--- src/rtl/ast_packet_arbiter_pkg.sv ---
// Shared types and helpers for the packet-granular Avalon-ST arbiter.
package ast_arb_pkg;

  typedef enum logic {
    IDLE = 1'b0,
    BUSY = 1'b1
  } arb_state_t;

  // $clog2 that never returns zero, so single-entry fields stay one bit wide
  function automatic int unsigned clog2_min1(input int unsigned n);
    return ($clog2(n) != 0) ? $clog2(n) : 1;
  endfunction

endpackage

--- src/rtl/ast_packet_arbiter_if.sv ---
// N-sink / one-source Avalon-ST bundle seen by the arbiter; slave is the arbiter side.
interface ast_packet_arbiter_if
  import ast_arb_pkg::*;
#(
  parameter int unsigned N_PORTS   = 4,
  parameter int unsigned DATA_W    = 64,
  parameter int unsigned EMPTY_W   = clog2_min1(DATA_W / 8),
  parameter int unsigned CHANNEL_W = 10
);

  logic [N_PORTS*DATA_W-1:0]    ast_data_i;
  logic [N_PORTS-1:0]           ast_startofpacket_i;
  logic [N_PORTS-1:0]           ast_endofpacket_i;
  logic [N_PORTS-1:0]           ast_valid_i;
  logic [N_PORTS*EMPTY_W-1:0]   ast_empty_i;
  logic [N_PORTS*CHANNEL_W-1:0] ast_channel_i;
  logic [N_PORTS-1:0]           ast_ready_o;

  logic [DATA_W-1:0]            ast_data_o;
  logic                         ast_startofpacket_o;
  logic                         ast_endofpacket_o;
  logic                         ast_valid_o;
  logic [EMPTY_W-1:0]           ast_empty_o;
  logic [CHANNEL_W-1:0]         ast_channel_o;
  logic                         ast_ready_i;

  modport slave (
    input  ast_data_i, ast_startofpacket_i, ast_endofpacket_i, ast_valid_i,
           ast_empty_i, ast_channel_i, ast_ready_i,
    output ast_ready_o, ast_data_o, ast_startofpacket_o, ast_endofpacket_o,
           ast_valid_o, ast_empty_o, ast_channel_o
  );

  modport master (
    output ast_data_i, ast_startofpacket_i, ast_endofpacket_i, ast_valid_i,
           ast_empty_i, ast_channel_i, ast_ready_i,
    input  ast_ready_o, ast_data_o, ast_startofpacket_o, ast_endofpacket_o,
           ast_valid_o, ast_empty_o, ast_channel_o
  );

endinterface

--- src/rtl/ast_packet_arbiter_rr_picker.sv ---
// Round-robin pick: first set request at or after ptr_i, wrapping upward.
module rr_picker #(
  parameter int unsigned N_PORTS = 4,
  parameter int unsigned IDX_W   = 2
) (
  input  logic [N_PORTS-1:0] req_i,
  input  logic [IDX_W-1:0]   ptr_i,
  output logic               found_o,
  output logic [IDX_W-1:0]   pick_o
);

  localparam int unsigned SUM_W = IDX_W + 1;

  logic [N_PORTS-1:0] rot_c;
  logic [IDX_W-1:0]   off_c;

  function automatic logic [IDX_W-1:0] wrap_idx(input logic [SUM_W-1:0] v);
    logic [SUM_W-1:0] r;
    r = (v >= SUM_W'(N_PORTS)) ? v - SUM_W'(N_PORTS) : v;
    return r[IDX_W-1:0];
  endfunction

  // rotate so that ptr_i lands on bit 0
  always_comb begin
    rot_c = '0;
    for (int unsigned i = 0; i < N_PORTS; i++) begin
      rot_c[i] = req_i[wrap_idx({1'b0, ptr_i} + SUM_W'(i))];
    end
  end

  always_comb begin
    found_o = 1'b0;
    off_c   = '0;
    for (int i = int'(N_PORTS) - 1; i >= 0; i--) begin
      if (rot_c[i]) begin
        found_o = 1'b1;
        off_c   = IDX_W'(i);
      end
    end
    pick_o = wrap_idx({1'b0, ptr_i} + {1'b0, off_c});
  end

endmodule

--- src/rtl/ast_packet_arbiter.sv ---
// Packet-granular round-robin merge of N Avalon-ST sources into one registered stream.
module ast_packet_arbiter
  import ast_arb_pkg::*;
#(
  parameter int unsigned N_PORTS   = 4,
  parameter int unsigned DATA_W    = 64,
  parameter int unsigned EMPTY_W   = clog2_min1(DATA_W / 8),
  parameter int unsigned CHANNEL_W = 10,
  parameter int unsigned IDX_W     = clog2_min1(N_PORTS)
) (
  input  logic                 clk_i,
  input  logic                 srst_i,
  ast_packet_arbiter_if.slave  bus,
  output logic [IDX_W-1:0]     grant_idx_o
);

  arb_state_t state_q, state_d;

  logic [IDX_W-1:0]     grant_q, grant_d, ptr_q, ptr_d, gidx_q, gidx_d;
  logic                 valid_q, valid_d, sop_q, sop_d, eop_q, eop_d;
  logic [DATA_W-1:0]    data_q, data_d;
  logic [EMPTY_W-1:0]   empty_q, empty_d;
  logic [CHANNEL_W-1:0] channel_q, channel_d;

  logic                 found_c;
  logic [IDX_W-1:0]     pick_c;
  logic                 sel_valid_c, sel_sop_c, sel_eop_c;
  logic [DATA_W-1:0]    sel_data_c;
  logic [EMPTY_W-1:0]   sel_empty_c;
  logic [CHANNEL_W-1:0] sel_channel_c;
  logic                 out_free_c, in_fire_c, last_beat_c;

  rr_picker #(
    .N_PORTS (N_PORTS),
    .IDX_W   (IDX_W)
  ) u_picker (
    .req_i   (bus.ast_valid_i),
    .ptr_i   (ptr_q),
    .found_o (found_c),
    .pick_o  (pick_c)
  );

  // granted-port view of the sink bundle
  always_comb begin
    sel_valid_c   = 1'b0;
    sel_sop_c     = 1'b0;
    sel_eop_c     = 1'b0;
    sel_data_c    = '0;
    sel_empty_c   = '0;
    sel_channel_c = '0;
    for (int unsigned k = 0; k < N_PORTS; k++) begin
      if (grant_q == IDX_W'(k)) begin
        sel_valid_c   = bus.ast_valid_i[k];
        sel_sop_c     = bus.ast_startofpacket_i[k];
        sel_eop_c     = bus.ast_endofpacket_i[k];
        sel_data_c    = bus.ast_data_i[k*DATA_W +: DATA_W];
        sel_empty_c   = bus.ast_empty_i[k*EMPTY_W +: EMPTY_W];
        sel_channel_c = bus.ast_channel_i[k*CHANNEL_W +: CHANNEL_W];
      end
    end
  end

  assign out_free_c  = !valid_q || bus.ast_ready_i;
  assign in_fire_c   = (state_q == BUSY) && out_free_c && sel_valid_c;
  assign last_beat_c = in_fire_c && sel_eop_c;

  always_ff @(posedge clk_i) begin
    if (srst_i) state_q <= IDLE;
    else        state_q <= state_d;
  end

  always_comb begin
    state_d = state_q;
    case (state_q)
      IDLE:    if (found_c) state_d = BUSY;
      BUSY:    if (last_beat_c) state_d = IDLE;
      default: state_d = IDLE;
    endcase
  end

  // ready is combinational from downstream ready: no skid buffer
  always_comb begin
    bus.ast_ready_o = '0;
    if (state_q == BUSY) bus.ast_ready_o[grant_q] = out_free_c;
  end

  always_comb begin
    grant_d   = grant_q;
    ptr_d     = ptr_q;
    gidx_d    = gidx_q;
    valid_d   = valid_q;
    sop_d     = sop_q;
    eop_d     = eop_q;
    data_d    = data_q;
    empty_d   = empty_q;
    channel_d = channel_q;
    if ((state_q == IDLE) && found_c) grant_d = pick_c;
    if (last_beat_c) begin
      ptr_d = (grant_q == IDX_W'(N_PORTS - 1)) ? '0 : grant_q + IDX_W'(1);
    end
    if (in_fire_c) begin
      valid_d   = 1'b1;
      sop_d     = sel_sop_c;
      eop_d     = sel_eop_c;
      data_d    = sel_data_c;
      empty_d   = sel_empty_c;
      channel_d = sel_channel_c;
      gidx_d    = grant_q;
    end else if (valid_q && bus.ast_ready_i) begin
      valid_d = 1'b0;
    end
  end

  always_ff @(posedge clk_i) begin
    if (srst_i) begin
      grant_q   <= '0;
      ptr_q     <= '0;
      gidx_q    <= '0;
      valid_q   <= 1'b0;
      sop_q     <= 1'b0;
      eop_q     <= 1'b0;
      data_q    <= '0;
      empty_q   <= '0;
      channel_q <= '0;
    end else begin
      grant_q   <= grant_d;
      ptr_q     <= ptr_d;
      gidx_q    <= gidx_d;
      valid_q   <= valid_d;
      sop_q     <= sop_d;
      eop_q     <= eop_d;
      data_q    <= data_d;
      empty_q   <= empty_d;
      channel_q <= channel_d;
    end
  end

  assign bus.ast_valid_o         = valid_q;
  assign bus.ast_startofpacket_o = sop_q;
  assign bus.ast_endofpacket_o   = eop_q;
  assign bus.ast_data_o          = data_q;
  assign bus.ast_empty_o         = empty_q;
  assign bus.ast_channel_o       = channel_q;
  assign grant_idx_o             = gidx_q;

endmodule

--- src/flat_wrapper.sv ---
// flat-port wrapper written by rule: the top's interface ports become plain ports
module ast_packet_arbiter_flat import ast_arb_pkg::*;
#(
  parameter int unsigned N_PORTS   = 4,
  parameter int unsigned DATA_W    = 64,
  parameter int unsigned EMPTY_W   = clog2_min1(DATA_W / 8),
  parameter int unsigned CHANNEL_W = 10,
  parameter int unsigned IDX_W     = clog2_min1(N_PORTS)
)
  (clk_i, srst_i, grant_idx_o, bus_ast_data_i, bus_ast_startofpacket_i, bus_ast_endofpacket_i, bus_ast_valid_i, bus_ast_empty_i, bus_ast_channel_i, bus_ast_ready_i, bus_ast_ready_o, bus_ast_data_o, bus_ast_startofpacket_o, bus_ast_endofpacket_o, bus_ast_valid_o, bus_ast_empty_o, bus_ast_channel_o);
  ast_packet_arbiter_if #(.N_PORTS(N_PORTS), .DATA_W(DATA_W), .EMPTY_W(EMPTY_W), .CHANNEL_W(CHANNEL_W)) bus_i ();
  input  logic clk_i;
  input  logic srst_i;
  output logic [IDX_W-1:0] grant_idx_o;
  input wire logic [$bits(bus_i.ast_data_i)-1:0] bus_ast_data_i;
  input wire logic [$bits(bus_i.ast_startofpacket_i)-1:0] bus_ast_startofpacket_i;
  input wire logic [$bits(bus_i.ast_endofpacket_i)-1:0] bus_ast_endofpacket_i;
  input wire logic [$bits(bus_i.ast_valid_i)-1:0] bus_ast_valid_i;
  input wire logic [$bits(bus_i.ast_empty_i)-1:0] bus_ast_empty_i;
  input wire logic [$bits(bus_i.ast_channel_i)-1:0] bus_ast_channel_i;
  input wire logic [$bits(bus_i.ast_ready_i)-1:0] bus_ast_ready_i;
  output wire logic [$bits(bus_i.ast_ready_o)-1:0] bus_ast_ready_o;
  output wire logic [$bits(bus_i.ast_data_o)-1:0] bus_ast_data_o;
  output wire logic [$bits(bus_i.ast_startofpacket_o)-1:0] bus_ast_startofpacket_o;
  output wire logic [$bits(bus_i.ast_endofpacket_o)-1:0] bus_ast_endofpacket_o;
  output wire logic [$bits(bus_i.ast_valid_o)-1:0] bus_ast_valid_o;
  output wire logic [$bits(bus_i.ast_empty_o)-1:0] bus_ast_empty_o;
  output wire logic [$bits(bus_i.ast_channel_o)-1:0] bus_ast_channel_o;
  assign bus_i.ast_data_i = bus_ast_data_i;
  assign bus_i.ast_startofpacket_i = bus_ast_startofpacket_i;
  assign bus_i.ast_endofpacket_i = bus_ast_endofpacket_i;
  assign bus_i.ast_valid_i = bus_ast_valid_i;
  assign bus_i.ast_empty_i = bus_ast_empty_i;
  assign bus_i.ast_channel_i = bus_ast_channel_i;
  assign bus_i.ast_ready_i = bus_ast_ready_i;
  assign bus_ast_ready_o = bus_i.ast_ready_o;
  assign bus_ast_data_o = bus_i.ast_data_o;
  assign bus_ast_startofpacket_o = bus_i.ast_startofpacket_o;
  assign bus_ast_endofpacket_o = bus_i.ast_endofpacket_o;
  assign bus_ast_valid_o = bus_i.ast_valid_o;
  assign bus_ast_empty_o = bus_i.ast_empty_o;
  assign bus_ast_channel_o = bus_i.ast_channel_o;
  ast_packet_arbiter #(.N_PORTS(N_PORTS), .DATA_W(DATA_W), .EMPTY_W(EMPTY_W), .CHANNEL_W(CHANNEL_W), .IDX_W(IDX_W)) u_core (.clk_i(clk_i), .srst_i(srst_i), .bus(bus_i), .grant_idx_o(grant_idx_o));
endmodule
--- config.mk ---
export PLATFORM = sky130hd
export DESIGN_NAME = ast_packet_arbiter_flat
export DESIGN_NICKNAME = d
export VERILOG_FILES = /design/src/rtl/ast_packet_arbiter_pkg.sv /design/src/rtl/ast_packet_arbiter_if.sv /design/src/rtl/ast_packet_arbiter_rr_picker.sv /design/src/rtl/ast_packet_arbiter.sv /design/src/flat_wrapper.sv
export SDC_FILE = /design/constraint.sdc
export NUM_CORES = 1
export LEC_CHECK = 0
export CAP_MARGIN = 20
export CORE_AREA = 2 2 158 160
export DETAILED_ROUTE_END_ITERATION = 16
export DIE_AREA = 0 0 160 162
export PLACE_DENSITY = 0.59
export RECOVER_POWER = 100
export SYNTH_ARGS = -nofsm -noshare
export SYNTH_HDL_FRONTEND = slang
export SYNTH_SLANG_ARGS = --single-unit
--- constraint.sdc ---
create_clock -name clk_i -period 2.4 [get_ports clk_i]
set_input_delay 0.48 -clock clk_i [delete_from_list [all_inputs] [get_ports clk_i]]
set_output_delay 0.48 -clock clk_i [all_outputs]
set_load 0.02 [all_outputs]
# Word-level counts from Yosys, hierarchy flattened
# Cells that the tools add are included.
totals:
  ff_bits: 87
  inputBits: 323
  output_inout_bits: 86
  elab_cells: 100
op_classes:
  add_sub_neg: 10
  magnitude_cmp: 11
  n_eq_ne: 3
  muxes: 54
  n_bitwise: 2
  reduce_logical: 10
ops:
  columns: ["cell", "count"]
  rows:
  - ["two-way mux 64 bit", 4]
  - ["two-way mux 10 bit", 4]
  - ["two-way mux 1 bit", 25]
  - ["two-way mux 2 bit", 10]
  - ["less-than comparator 2 x 3 -> 1 bit, second input constant", 5]
  - [">= comparator 3 bit, second input constant", 4]
  - ["two-way mux 3 bit", 4]
  - ["subtractor 2 x 1 -> 2 bit, second input constant", 5]
  - ["binary-select mux 1 bit (select 2 bit)", 4]
  - ["adder 2 x 2 -> 3 bit, second input constant", 2]
  - ["logical AND 1 bit", 6]
  - ["bitwise AND 4 bit", 1]
  - ["equality test 2 bit, second input constant", 2]
  - ["two-way mux 4 bit", 1]
  - ["adder 2 x 1 -> 3 bit, second input constant", 1]
  - ["adder 2 x 2 -> 3 bit", 1]
  - [">= comparator 2 x 3 -> 1 bit, second input constant", 1]
  - ["adder 2 x 1 -> 2 bit, second input constant", 1]
  - ["demux 1 bit (select 2 bit)", 1]
  - ["equality test 2 x 1 -> 1 bit, second input constant", 1]
  - [">= comparator 2 x 1 -> 1 bit, second input constant", 1]
  - ["logical NOT 2 bit", 1]
  - ["case mux 1 bit (2 select lines)", 1]
  - ["nonzero test 2 bit", 1]
  - ["3 further kinds", 3]

# Logic depth before layout (Yosys ltp)
# Gate-level depths: netlist (run 1).
logic_depth:
  word_depth: 12
  mapped_depth: 10
  ltp_nobuf: 9

# Hierarchy
# From an unflattened synthesis (run 1), not the netlist that was laid out.
hier_totals:
  hier_cells: 800
  area_unflattened_um2: 6074.6
modules_own_cells:
  columns: ["module", "instances", "cells_each", "area_per_inst_um2", "seq_area_each_um2"]
  rows:
  - ["ast_packet_arbiter", 1, 775, 5908.2, 1741.7]
  - ["rr_picker", 1, 25, 166.4, 0.0]

# Worst setup path after synthesis (run 1)
# No wires, ideal clock.
synth_timing:
  path_type: "reg-to-output"
  startpoint: "register u_core.grant_q[0]"
  endpoint: "output bus_ast_ready_o[3]"
  arrival_time_ns: 1.564
  t_required_ns: 1.920
  setup_slack_ns: 0.356
  path_stages_with_launch: 6
  n_path_buf: 3
  path_cell_list: "dfxtp_1 ha_1 buf_2 clkbuf_1 clkbuf_1 and3_1"
synth_via:
  elab_chain_cells: 6
  word_cells_on_any_way: 7
  cone_classes: "order compare (2); mux (3); bitwise (1); reduce/logical (1)"
synth_rtl:
  columns: ["element", "line", "text"]
  rows:
  - ["start, declared", "ast_packet_arbiter.sv:19", "logic [IDX_W-1:0] grant_q, grant_d, ptr_q, ptr_d, gidx_q, gidx_d;"]
  - ["start signal, assigned", "ast_packet_arbiter.sv:126", "grant_q <= grant_d;"]
  - ["less-than comparator 2 x 3 -> 1 bit (implied by the code) / >= comparator 2 x 1 -> 1 bit (equally long branches)", "ast_packet_arbiter.sv:84", "if (state_q == BUSY) bus.ast_ready_o[grant_q] = out_free_c;"]
  - ["logical AND 1 bit (implied by the code)", "ast_packet_arbiter.sv:84", null]
  - ["two-way mux 1 bit (implied by the code)", "ast_packet_arbiter.sv:84", null]
  - ["demux 1 bit (select 2 bit) (*)", null, null]
  - ["bitwise AND 4 bit (no source line) (*)", null, null]
  - ["two-way mux 4 bit (*)", "ast_packet_arbiter.sv:84", null]
  - ["end, declared", "flat_wrapper.sv:22", "output wire logic [$bits(bus_i.ast_ready_o)-1:0] bus_ast_ready_o;"]
# Mark *: on every way between the ends. The rest lies on a longest branch, timed or not.

# Final worst setup path (run 1)
layout_timing:
  startpoint: "register u_core.grant_q[1]"
  endpoint: "register u_core.ptr_q[0]"
layout_via:
  elab_chain_cells: 7
  word_cells_on_any_way: 15
  cone_classes: "eq/ne (3); mux (9); reduce/logical (3)"
layout_rtl:
  columns: ["element", "line", "text"]
  rows:
  - ["logical NOT 2 bit", "ast_packet_arbiter.sv:52", "if (grant_q == IDX_W'(k)) begin"]
  - ["two-way mux 1 bit (4 in series)", "ast_packet_arbiter.sv:52", null]
  - ["logical AND 1 bit", "ast_packet_arbiter.sv:64", "assign in_fire_c = (state_q == BUSY) && out_free_c && sel_valid_c;"]
  - ["logical AND 1 bit", "ast_packet_arbiter.sv:65", "assign last_beat_c = in_fire_c && sel_eop_c;"]
  - ["end signal, assigned", "ast_packet_arbiter.sv:127", "ptr_q <= ptr_d;"]
  - ["end, declared", "ast_packet_arbiter.sv:19", null]
# Parallel ways exist; a longest one is shown, timed or not.
# A chain may end at the register's enable or synchronous reset.

==> results of run 1 <==
## cell families (layout without fill, tap and decap cells)
logic type,after synthesis,after routing,synth area share [%]
AND/OR/NAND/NOR,271,271,17.78
flip-flops,87,87,28.35
AO/OA/AOI/OAI,411,411,40.12
adder cells (fa/ha/maj),5,5,1.018
buffers and inverters,183,545,11.89
multiplexers,3,3,0.6925
XOR/XNOR,1,1,0.1426
## Yosys cell counts
| library cell | number |
|---|---|
| nor2_1 | 8 |
| a2111o_1 | 1 |
| nand2b_1 | 5 |
| nand3b_1 | 1 |
| and3b_1 | 1 |
| buf_6 | 2 |
| mux4_2 | 1 |
| dfxtp_1 | 87 |
| nor4b_1 | 1 |
| inv_1 | 82 |
| buf_1 | 11 |
| a2111oi_4 | 1 |
| o2111ai_1 | 1 |
| o32ai_1 | 1 |
| and4bb_2 | 1 |
| clkbuf_2 | 1 |
| or4_1 | 1 |
| or3_1 | 2 |
| nor2_2 | 1 |
| clkbuf_1 | 67 |
| a21oi_1 | 163 |
| nand2_1 | 238 |
| buf_2 | 19 |
| o31ai_1 | 1 |
| and3_1 | 5 |
| o21ai_0 | 161 |
| a211oi_1 | 1 |
| a311oi_2 | 10 |
| buf_4 | 1 |
| xnor2_1 | 1 |
| nor3b_1 | 2 |
| nor4_1 | 2 |
| a221o_1 | 1 |
| ha_1 | 5 |
| mux2i_1 | 2 |
| a311oi_1 | 69 |
| nand3_1 | 3 |
| o211ai_1 | 1 |
## metrics by stage
step	instance area (µm²)	util (%)	hold slack (ns)	TNS, ns	total power, mW
2_1_floorplan	6143	-	0.4766	0	4.225
3_3_place_gp	10690	44.36	0.4778	-0.06653	6.309
3_5_place_dp	10690	44.36	0.4736	-0.1084	6.338
4_1_cts	11080	45.96	0.4254	0	8.073
5_1_grt	11000	45.63	0.4417	0	8.291
6_report	11000	45.63	0.4387	0	7.767
## how the worst max path moves through the flow
stage / endpoint / slack, ns / cells past startpoint
after floorplan: bus_ast_ready_o[3] / 0.36 / 5
after global placement: u_core.grant_q[1] / -0.07 / 8
after detailed placement: u_core.grant_q[1] / -0.11 / 8
after CTS: bus_ast_ready_o[1] / 0.002 / 4
after global routing: u_core.ptr_q[0] / 0.01 / 9
final: u_core.ptr_q[0] / 0.12 / 9
## cell type report
cell class | instances | area (µm²)
Clock buffer | 12 | 256.5
Inverter | 82 | 307.8
Timing Repair Buffer | 448 | 4482
Clock inverter | 3 | 90.09
Sequential cell | 87 | 1743
Multi-Input combinational cell | 691 | 3715
Tap cell | 324 | 405.4
Fill cell | 2540 | 13110
## power by group through the flow
| stage | Combinational (mW) | Clock (mW) | Sequential [mW] |
|---|---|---|---|
| floorplan | 1.87 | 0 | 2.35 |
| CTS | 4.38 | 1.73 | 1.96 |
| global placement | 4.32 | 0 | 1.98 |
| detailed placement | 4.35 | 0 | 1.99 |
| global route | 4.53 | 1.78 | 1.99 |
| finish | 4.14 | 1.68 | 1.95 |
## per-layer routing
layer | vias to the layer above | global-route usage [%]
li1 | 4058 | -
met1 | 3636 | 25.33
met2 | 275 | 36.95
met3 | 42 | 4.035
met4 | 0 | 8.395
met5 | - | 0
## registers in the layout, summed over array words and instances, names as in the netlist
name,flops
u_core.bus.ast_channel_o,10
u_core.state_q,1
u_core.bus.ast_valid_o,1
u_core.grant_idx_o,2
u_core.ptr_q,2
u_core.bus.ast_data_o,64
u_core.bus.ast_endofpacket_o,1
u_core.bus.ast_empty_o,3
u_core.bus.ast_startofpacket_o,1
u_core.grant_q,2
## what timing repair did
| action | CTS | global route |
|---|---|---|
| endpoints found under the setup margin | 4 | 4 |
| gates resized for setup | 2 | 3 |
| cloned | 0 | 0 |
| buffers inserted | 5 | 0 |
| pin swaps | 1 | 1 |
==> metrics.yaml, run 1 <==
drt:
  drt-total-wl_um: 28500
  wl_met1_um: 11910
  remaining_drc_errors: 0
  num_vias: 8011
  drt_pre_antenna_iters: 5
  dr_wl_met3_um: 1699
  dr.first_iter.drc_count: 378
  wl_met2_um: 14060
  dr.max_layer_used: "met4"
  ant_nets: 0
  routed_via_density: 4.864
  routedWlPerCell_um: 17.30
placed_design:
  place_ws_ns: -0.1074
  portBuffers: 408
  gp_congestion: 0.8362
  dp_hpwl_um: 21590
  place_inst: 1627
timing:
  rsz0062_at_grt: "false"
  setup_violations: 0
  fin_crit_ns: 2.284
  drv_slew: 0
  clock.fmax_mhz: 437.8
  worst_pin_slew_ns: 0.5209
  finalHoldViolations: 0
  worst_slack_ns: 0.1157
  relSlewSlack_pct: 64.90
  skew_ns: 0.007788
  fin_crit_sh_pct: 95.18
floorplan:
  boundaryPins: 409
  die_h_um: 162
  start_util_pct: 25.49
  core_area_mm2: 0.02411
  die_area_mm2: 0.02592
  rows: 57
  fp.dieW_um: 160
final_layout:
  mostFrequentLayoutCell: "clkdlybuf4s50_1"
  instances_no_fill: 1647
  fin_nets: 1647
  num_antenna_cells: 0
  syn_to_final_growth_pct: 79.04
  drive_above_1_share_pct: 5.442
  layout_common_cells: "clkdlybuf4s50_1, nand2_1, a21oi_1"
grt:
  overflow: 0
  grt_max_degree: 97
  grt_pass1_vias: 7590
  antenna_found_initial: 0
  track_usage_pct: 21.03
  grt_pass1_wl_um: 42880
power:
  vdd_drop_max_mv: 0.3362
  clkPwrFrac_pct: 21.6
  combinationalPowerShare_pct: 53.3
  seqPwrFrac_pct: 25.1
  power.leakage_nw: 4.243
  p_per_area_mw_per_mm2: 706.1
  switching_share_pct: 40.23
  switchingPower_mw: 3.125
  internal_power_mw: 4.642
setup_path:
  cpPeakStageDelay_ns: 0.39
  cp_max_fo: 6
  r2r_slack_ns: 0.12
  critPathTopFamily: "compound AO/OA/AOI/OAI gates"
  crit_path_start: "u_core.grant_q[1]"
  crit_buf_inv: 4
  worstPathArrival_ns: 2.53
  crit_top_cell: "clkbuf_1"
  r2r_end: "u_core.ptr_q[0]"
  critPathKind: "flip-flop to flip-flop"
  cp-start-kind: "flip-flop"
  rr_startpoint: "u_core.grant_q[1]"
  worstSetupEndpointType: "flip-flop"
  crit_chain: "inv_1, ha_1, buf_4, and3b_1, a2111oi_4, clkbuf_1, a211oi_1, clkbuf_1, o32ai_1"
  required_ns: 2.65
  reg2regPathDepth: 9
  cpMaxStageDelayCell: "a2111oi_4"
clock_tree:
  h-tree-depth: 3
  insertion_delay_ns: 0.35
  clkSinkCount: 87
  cts_made_buffers: 9
  path_clk_slew_ns: 0.07
  cts_root_buf: "clkbuf_16"
  tritoncts: "yes"
  ctsHoldBuffers: 0
  clk_path_buf_depth: 2
hold_path:
  min_to: "u_core.bus.ast_data_o[54]"
  worst_hold_path_type: "input port to flip-flop"
  hold_path_depth: 2
  min_from: "srst_i"
synth:
  yosysWarnings: 0
  synth_fp_nets: 1289
  synth_area_mm2: 0.006143
  synthDistinctLibCells: 38
  yosysTopAreaCellShare_pct: 28.35
  syn_avg_cell_area_um2: 6.393
  ys_seq_elements: 87
  synth_top_area_cell: "dfxtp_1"
  synth_area_leaders: "dfxtp_1, nand2_1, a21oi_1"
  synth_cells: 961
  seq_area_frac_synth_pct: 28.35
run_status:
  status: "completed"
run:
  cap_violations: 0
No activity file was read; power rests on OpenSTA's default activity.
==> inputs of run 2 (changes only) <==
--- a/config.mk
+++ b/config.mk
@@ -9,7 +9,8 @@
 export CORE_AREA = 2 2 158 160
 export DETAILED_ROUTE_END_ITERATION = 16
 export DIE_AREA = 0 0 160 162
-export PLACE_DENSITY = 0.59
+export DONT_BUFFER_PORTS = 1
+export PLACE_DENSITY = 0.38
 export RECOVER_POWER = 100
 export SYNTH_ARGS = -nofsm -noshare
 export SYNTH_HDL_FRONTEND = slang
==> metrics.yaml, run 2 (synthesized netlist as in run 1, its figures left out) <==
run_status:
  status: "completed"
timing:
  rsz0062_at_grt: "false"
  fin_crit_sh_pct: 92.51
  drv_slew: 0
  tns_ns: 0
  fin_crit_ns: 2.220
  clock.fmax_mhz: 450.4
  skew_ns: 0.01289
  worst_pin_slew_ns: 0.7357
  setup_violations: 0
  finalHoldViolations: 0
  relSlewSlack_pct: 50.95
final_layout:
  fin_nets: 1221
  num_antenna_cells: 0
  drive_above_1_share_pct: 6.236
  mostFrequentLayoutCell: "nand2_1"
  syn_to_final_growth_pct: 8.411
  instances_no_fill: 1222
  largest_reg_flops: 64
  layout_common_cells: "nand2_1, a21oi_1, o21ai_0"
clock_tree:
  path_clk_slew_ns: 0.07
  h-tree-depth: 3
  clk_path_buf_depth: 2
  tritoncts: "yes"
  cts_made_buffers: 9
  cts_root_buf: "clkbuf_16"
  insertion_delay_ns: 0.35
  clkSinkCount: 87
  ctsHoldBuffers: 0
floorplan:
  core_area_mm2: 0.02411
  die_area_mm2: 0.02592
  boundaryPins: 409
  rows: 57
  fp.dieW_um: 160
  start_util_pct: 25.49
  die_h_um: 162
power:
  internal_power_mw: 3.459
  p_per_area_mw_per_mm2: 955.5
  seqPwrFrac_pct: 38.6
  combinationalPowerShare_pct: 38.2
  clkPwrFrac_pct: 23.2
  switching_share_pct: 45.64
  switchingPower_mw: 2.904
  vdd_drop_max_mv: 0.3239
  power.leakage_nw: 2.306
setup_path:
  worstPathArrival_ns: 1.74
  crit_chain: "inv_1, ha_4, buf_4, and3_1"
  cp-start-kind: "flip-flop"
  worstSetupEndpointType: "primary output"
  cpMaxStageDelayCell: "dfxtp_1"
  critPathKind: "flip-flop to primary output"
  required_ns: 1.92
  cpPeakStageDelay_ns: 0.36
  cp_max_fo: 36
drt:
  routed_via_density: 5.341
  ant_nets: 0
  num_vias: 6527
  routedWlPerCell_um: 20.81
  drt-total-wl_um: 25440
  dr.first_iter.drc_count: 405
  remaining_drc_errors: 0
  drt_pre_antenna_iters: 5
placed_design:
  place_inst: 1205
  dp_hpwl_um: 18350
  gp_congestion: 0.7845
  portBuffers: 0
grt:
  grt_use_met3_pct: 5.567
  busiest_layer: "met2"
  grt_pass1_wl_um: 37350
  track_usage_pct: 18.49
  gr-usage-met1_pct: 22.87
  grt_max_degree: 93
  grt_pass1_vias: 6078
  antenna_found_initial: 1
  overflow: 0
  use_met2_pct: 31.54
run:
  cap_violations: 0
hold_path:
  worst_hold_path_type: "input port to flip-flop"
==> run 2: cell count changes in the layout (fill, tap and decap cells not counted), moves of 2 or more <==
cell             previous run  this run
buf_12                      9         1
buf_4                      26        17
buf_6                       4         2
bufinv_16                   3         1
clkbuf_1                    6         2
clkbuf_4                    0         2
clkdlybuf4s50_1           320         0
clkinv_4                    0         2
dlygate4sd3_1              83         0
==> run 2: what timing repair did <==
item | in CTS | in global routing
setup endpoints to repair | 0 | 20
resized for setup | 0 | 1
setup buffers | 0 | 1
==> run 2: routing by layer <==
layer / part of all wire (%) / vias up
li1: - / 3205
met1: 41 / 3045
met2: 50 / 258
met3: 7.4 / 19
met4: 1.6 / 0
met5: 0 / -
==> run 2: through the flow <==
stage / utilization [%] / power [mW] / setup WS [ns] / cell area (µm²) / hold WS (ns)
6_report: 27.63 / 6.364 / 0.1797 / 6660 / 0.1994
5_1_grt: 27.63 / 6.851 / 0.009705 / 6660 / 0.1792
4_1_cts: 27.66 / 6.503 / 0.02057 / 6668 / 0.1838
3_5_place_dp: 26.41 / 4.979 / 0.08686 / 6366 / 0.5415
3_3_place_gp: 26.41 / 4.980 / 0.1605 / 6366 / 0.5532
2_1_floorplan: - / 4.225 / 0.3557 / 6143 / 0.4766
==> run 2: worst max-delay path: cells and delay by family (launching register included) <==
family	cells	cell delay, ns
AND/OR/NAND/NOR	1	0.34
buffers and inverters	2	0.51
flip-flops	1	0.36
adder cells (fa/ha/maj)	1	0.17
==> run 2: final timing paths <==
| check | startpoint | to | slack, ns | cells past startpoint |
|---|---|---|---|---|
| setup / recovery | u_core.grant_q[1] | bus_ast_ready_o[0] | 0.18 | 4 |
| hold / removal | srst_i | u_core.bus.ast_data_o[30] | 0.20 | 1 |
| setup reg to reg | u_core.grant_q[1] | u_core.bus.ast_channel_o[3] | 0.21 | 7 |
| hold reg to reg | u_core.grant_q[1] | u_core.grant_idx_o[1] | 0.53 | 2 |
==> run 2: final cells by class <==
class,instances,area [µm²]
clock buffer,12,246.5
clock inverter,4,55.05
fill,2777,17450
inverter,82,307.8
multi-input combinational,691,3719
sequential,87,1742
tap,324,405.4
timing repair buffer,22,185.2
==> run 2: power groups by stage <==
stage          clock network [mW]  logic [mW]  registers [mW]
6_report                     1.48        2.43            2.45
5_1_grt                      1.61        2.75            2.49
4_1_cts                      1.56        2.48            2.47
3_5_place_dp                    0        2.48            2.50
3_3_place_gp                    0        2.47            2.51
2_1_floorplan                   0        1.87            2.35
==> inputs of run 3 (changes only) <==
--- a/config.mk
+++ b/config.mk
@@ -6,11 +6,10 @@
 export NUM_CORES = 1
 export LEC_CHECK = 0
 export CAP_MARGIN = 20
-export CORE_AREA = 2 2 158 160
+export CORE_AREA = 2 2 161 163
 export DETAILED_ROUTE_END_ITERATION = 16
-export DIE_AREA = 0 0 160 162
+export DIE_AREA = 0 0 163 165
 export DONT_BUFFER_PORTS = 1
-export PLACE_DENSITY = 0.38
 export RECOVER_POWER = 100
 export SYNTH_ARGS = -nofsm -noshare
 export SYNTH_HDL_FRONTEND = slang
==> metrics.yaml, run 3 (synthesized netlist as in run 1, its figures left out) <==
final_layout:
  layout_common_cells: "nand2_1, a21oi_1, o21ai_0"
  largest_reg_flops: 64
  fin_nets: 1228
  num_antenna_cells: 0
  syn_to_final_growth_pct: 10.10
  mostFrequentLayoutCell: "nand2_1"
  drive_above_1_share_pct: 6.409
  finalInstanceArea_mm2: 0.006764
clock_tree:
  clk_path_buf_depth: 2
  h-tree-depth: 3
  cts_made_buffers: 9
  tritoncts: "yes"
  path_clk_slew_ns: 0.08
  clkSinkCount: 87
  cts_setup_buffers: 0
  insertion_delay_ns: 0.35
  cts_root_buf: "clkbuf_16"
drt:
  drt-total-wl_um: 23930
  ant_nets: 0
  remaining_drc_errors: 0
  dr.first_iter.drc_count: 574
  num_vias: 6626
  routed_via_density: 5.365
  drt_pre_antenna_iters: 5
  routedWlPerCell_um: 19.38
grt:
  overflow: 0
  grt_pass1_vias: 5785
  grt_pass1_wl_um: 33390
  grt_max_degree: 93
  antenna_found_initial: 0
  track_usage_pct: 16.12
timing:
  clock.fmax_mhz: 439.8
  relSlewSlack_pct: 54.63
  setup_violations: 0
  worst_pin_slew_ns: 0.6744
  tns_ns: 0
  drv_slew: 0
  finalHoldViolations: 0
  skew_ns: 0.01329
  fin_crit_sh_pct: 94.73
  rsz0062_at_grt: "false"
  fin_crit_ns: 2.274
power:
  switchingPower_mw: 2.967
  p_per_area_mw_per_mm2: 941.0
  internal_power_mw: 3.398
  power.leakage_nw: 2.347
  vdd_drop_max_mv: 0.4679
  combinationalPowerShare_pct: 40.2
  seqPwrFrac_pct: 38.5
  clkPwrFrac_pct: 21.3
  switching_share_pct: 46.61
setup_path:
  required_ns: 1.92
  r2r_end: "u_core.bus.ast_data_o[7]"
  worstSetupEndpointType: "primary output"
  cp-start-kind: "flip-flop"
  rr_startpoint: "u_core.grant_q[0]"
  reg2regPathDepth: 7
  worstPathArrival_ns: 1.79
  critPathKind: "flip-flop to primary output"
  r2r_slack_ns: 0.16
  cp_max_fo: 43
floorplan:
  core_area_mm2: 0.02504
  start_util_pct: 24.54
  die_h_um: 165
  fp.dieW_um: 163
  rows: 58
  boundaryPins: 409
  die_area_mm2: 0.02690
placed_design:
  portBuffers: 0
  place_area_mm2: 0.006530
  gp_congestion: 0.8460
  dp_hpwl_um: 17670
hold_path:
  hold_path_depth: 1
  min_from: "srst_i"
  min_to: "u_core.bus.ast_empty_o[1]"
  worst_hold_path_type: "input port to flip-flop"
run_status:
  status: "completed"
run:
  cap_violations: 0
## run 3: per-stage QoR
step | hold WS (ns) | cells | power (mW) | utilization (%) | setup WS [ns]
4_1_cts | 0.1911 | 1234 | 6.506 | 27.20 | 0.01175
2_1_floorplan | 0.4766 | 961 | 4.225 | - | 0.3557
3_3_place_gp | 0.5483 | 1218 | 5.063 | 26.08 | 0.2022
3_5_place_dp | 0.5598 | 1218 | 5.125 | 26.08 | 0.2093
6_report | 0.2054 | 1235 | 6.365 | 27.02 | 0.1264
5_1_grt | 0.1782 | 1235 | 6.811 | 27.02 | 0.01482
## run 3: what timing repair did
item                       CTS  global route
setup endpoints to repair    1             2
cloned                       0             1
gates resized for setup      1             1
hold buffers                 0             0
## run 3: critical path, stage by stage, from the launching register on
cell     delay, ns
dfxtp_1       0.41
buf_4         0.17
ha_4          0.29
buf_16        0.25
and3_1        0.30
## run 3: layer usage
layer	GRT usage, %	part of all wire [%]	wire length (µm)
met1	20.43	41	9874
met2	27.27	49	11770
met3	3.692	8.0	1912
met4	4.787	1.6	378
met5	0	0	0
## run 3: area by class of cell
class                      instances  area (µm²)
multi-input combinational        691        3700
inverter                          82       307.8
timing repair buffer              29       329.1
clock buffer                       9       225.2
fill                            2786       18270
tap                              330       412.9
clock inverter                     7       47.55
sequential                        87        1742
## run 3: power groups by stage
stage / Sequential (mW) / Clock, mW / Combinational (mW)
6_report: 2.45 / 1.35 / 2.56
5_1_grt: 2.49 / 1.46 / 2.86
4_1_cts: 2.46 / 1.41 / 2.64
3_5_place_dp: 2.49 / 0 / 2.64
3_3_place_gp: 2.49 / 0 / 2.57
2_1_floorplan: 2.35 / 0 / 1.87
## run 3: how the worst max path moves through the flow
stage | startpoint | depth (start not counted) | endpoint | slack (ns)
final | u_core.grant_q[0] | 4 | bus_ast_ready_o[3] | 0.13
after global routing | u_core.grant_q[0] | 4 | bus_ast_ready_o[3] | 0.01
after CTS | u_core.grant_q[0] | 4 | bus_ast_ready_o[3] | 0.01
after detailed placement | u_core.grant_q[0] | 7 | u_core.state_q | 0.21
after global placement | u_core.grant_q[0] | 7 | u_core.ptr_q[1] | 0.20
after floorplan | u_core.grant_q[0] | 5 | bus_ast_ready_o[3] | 0.36
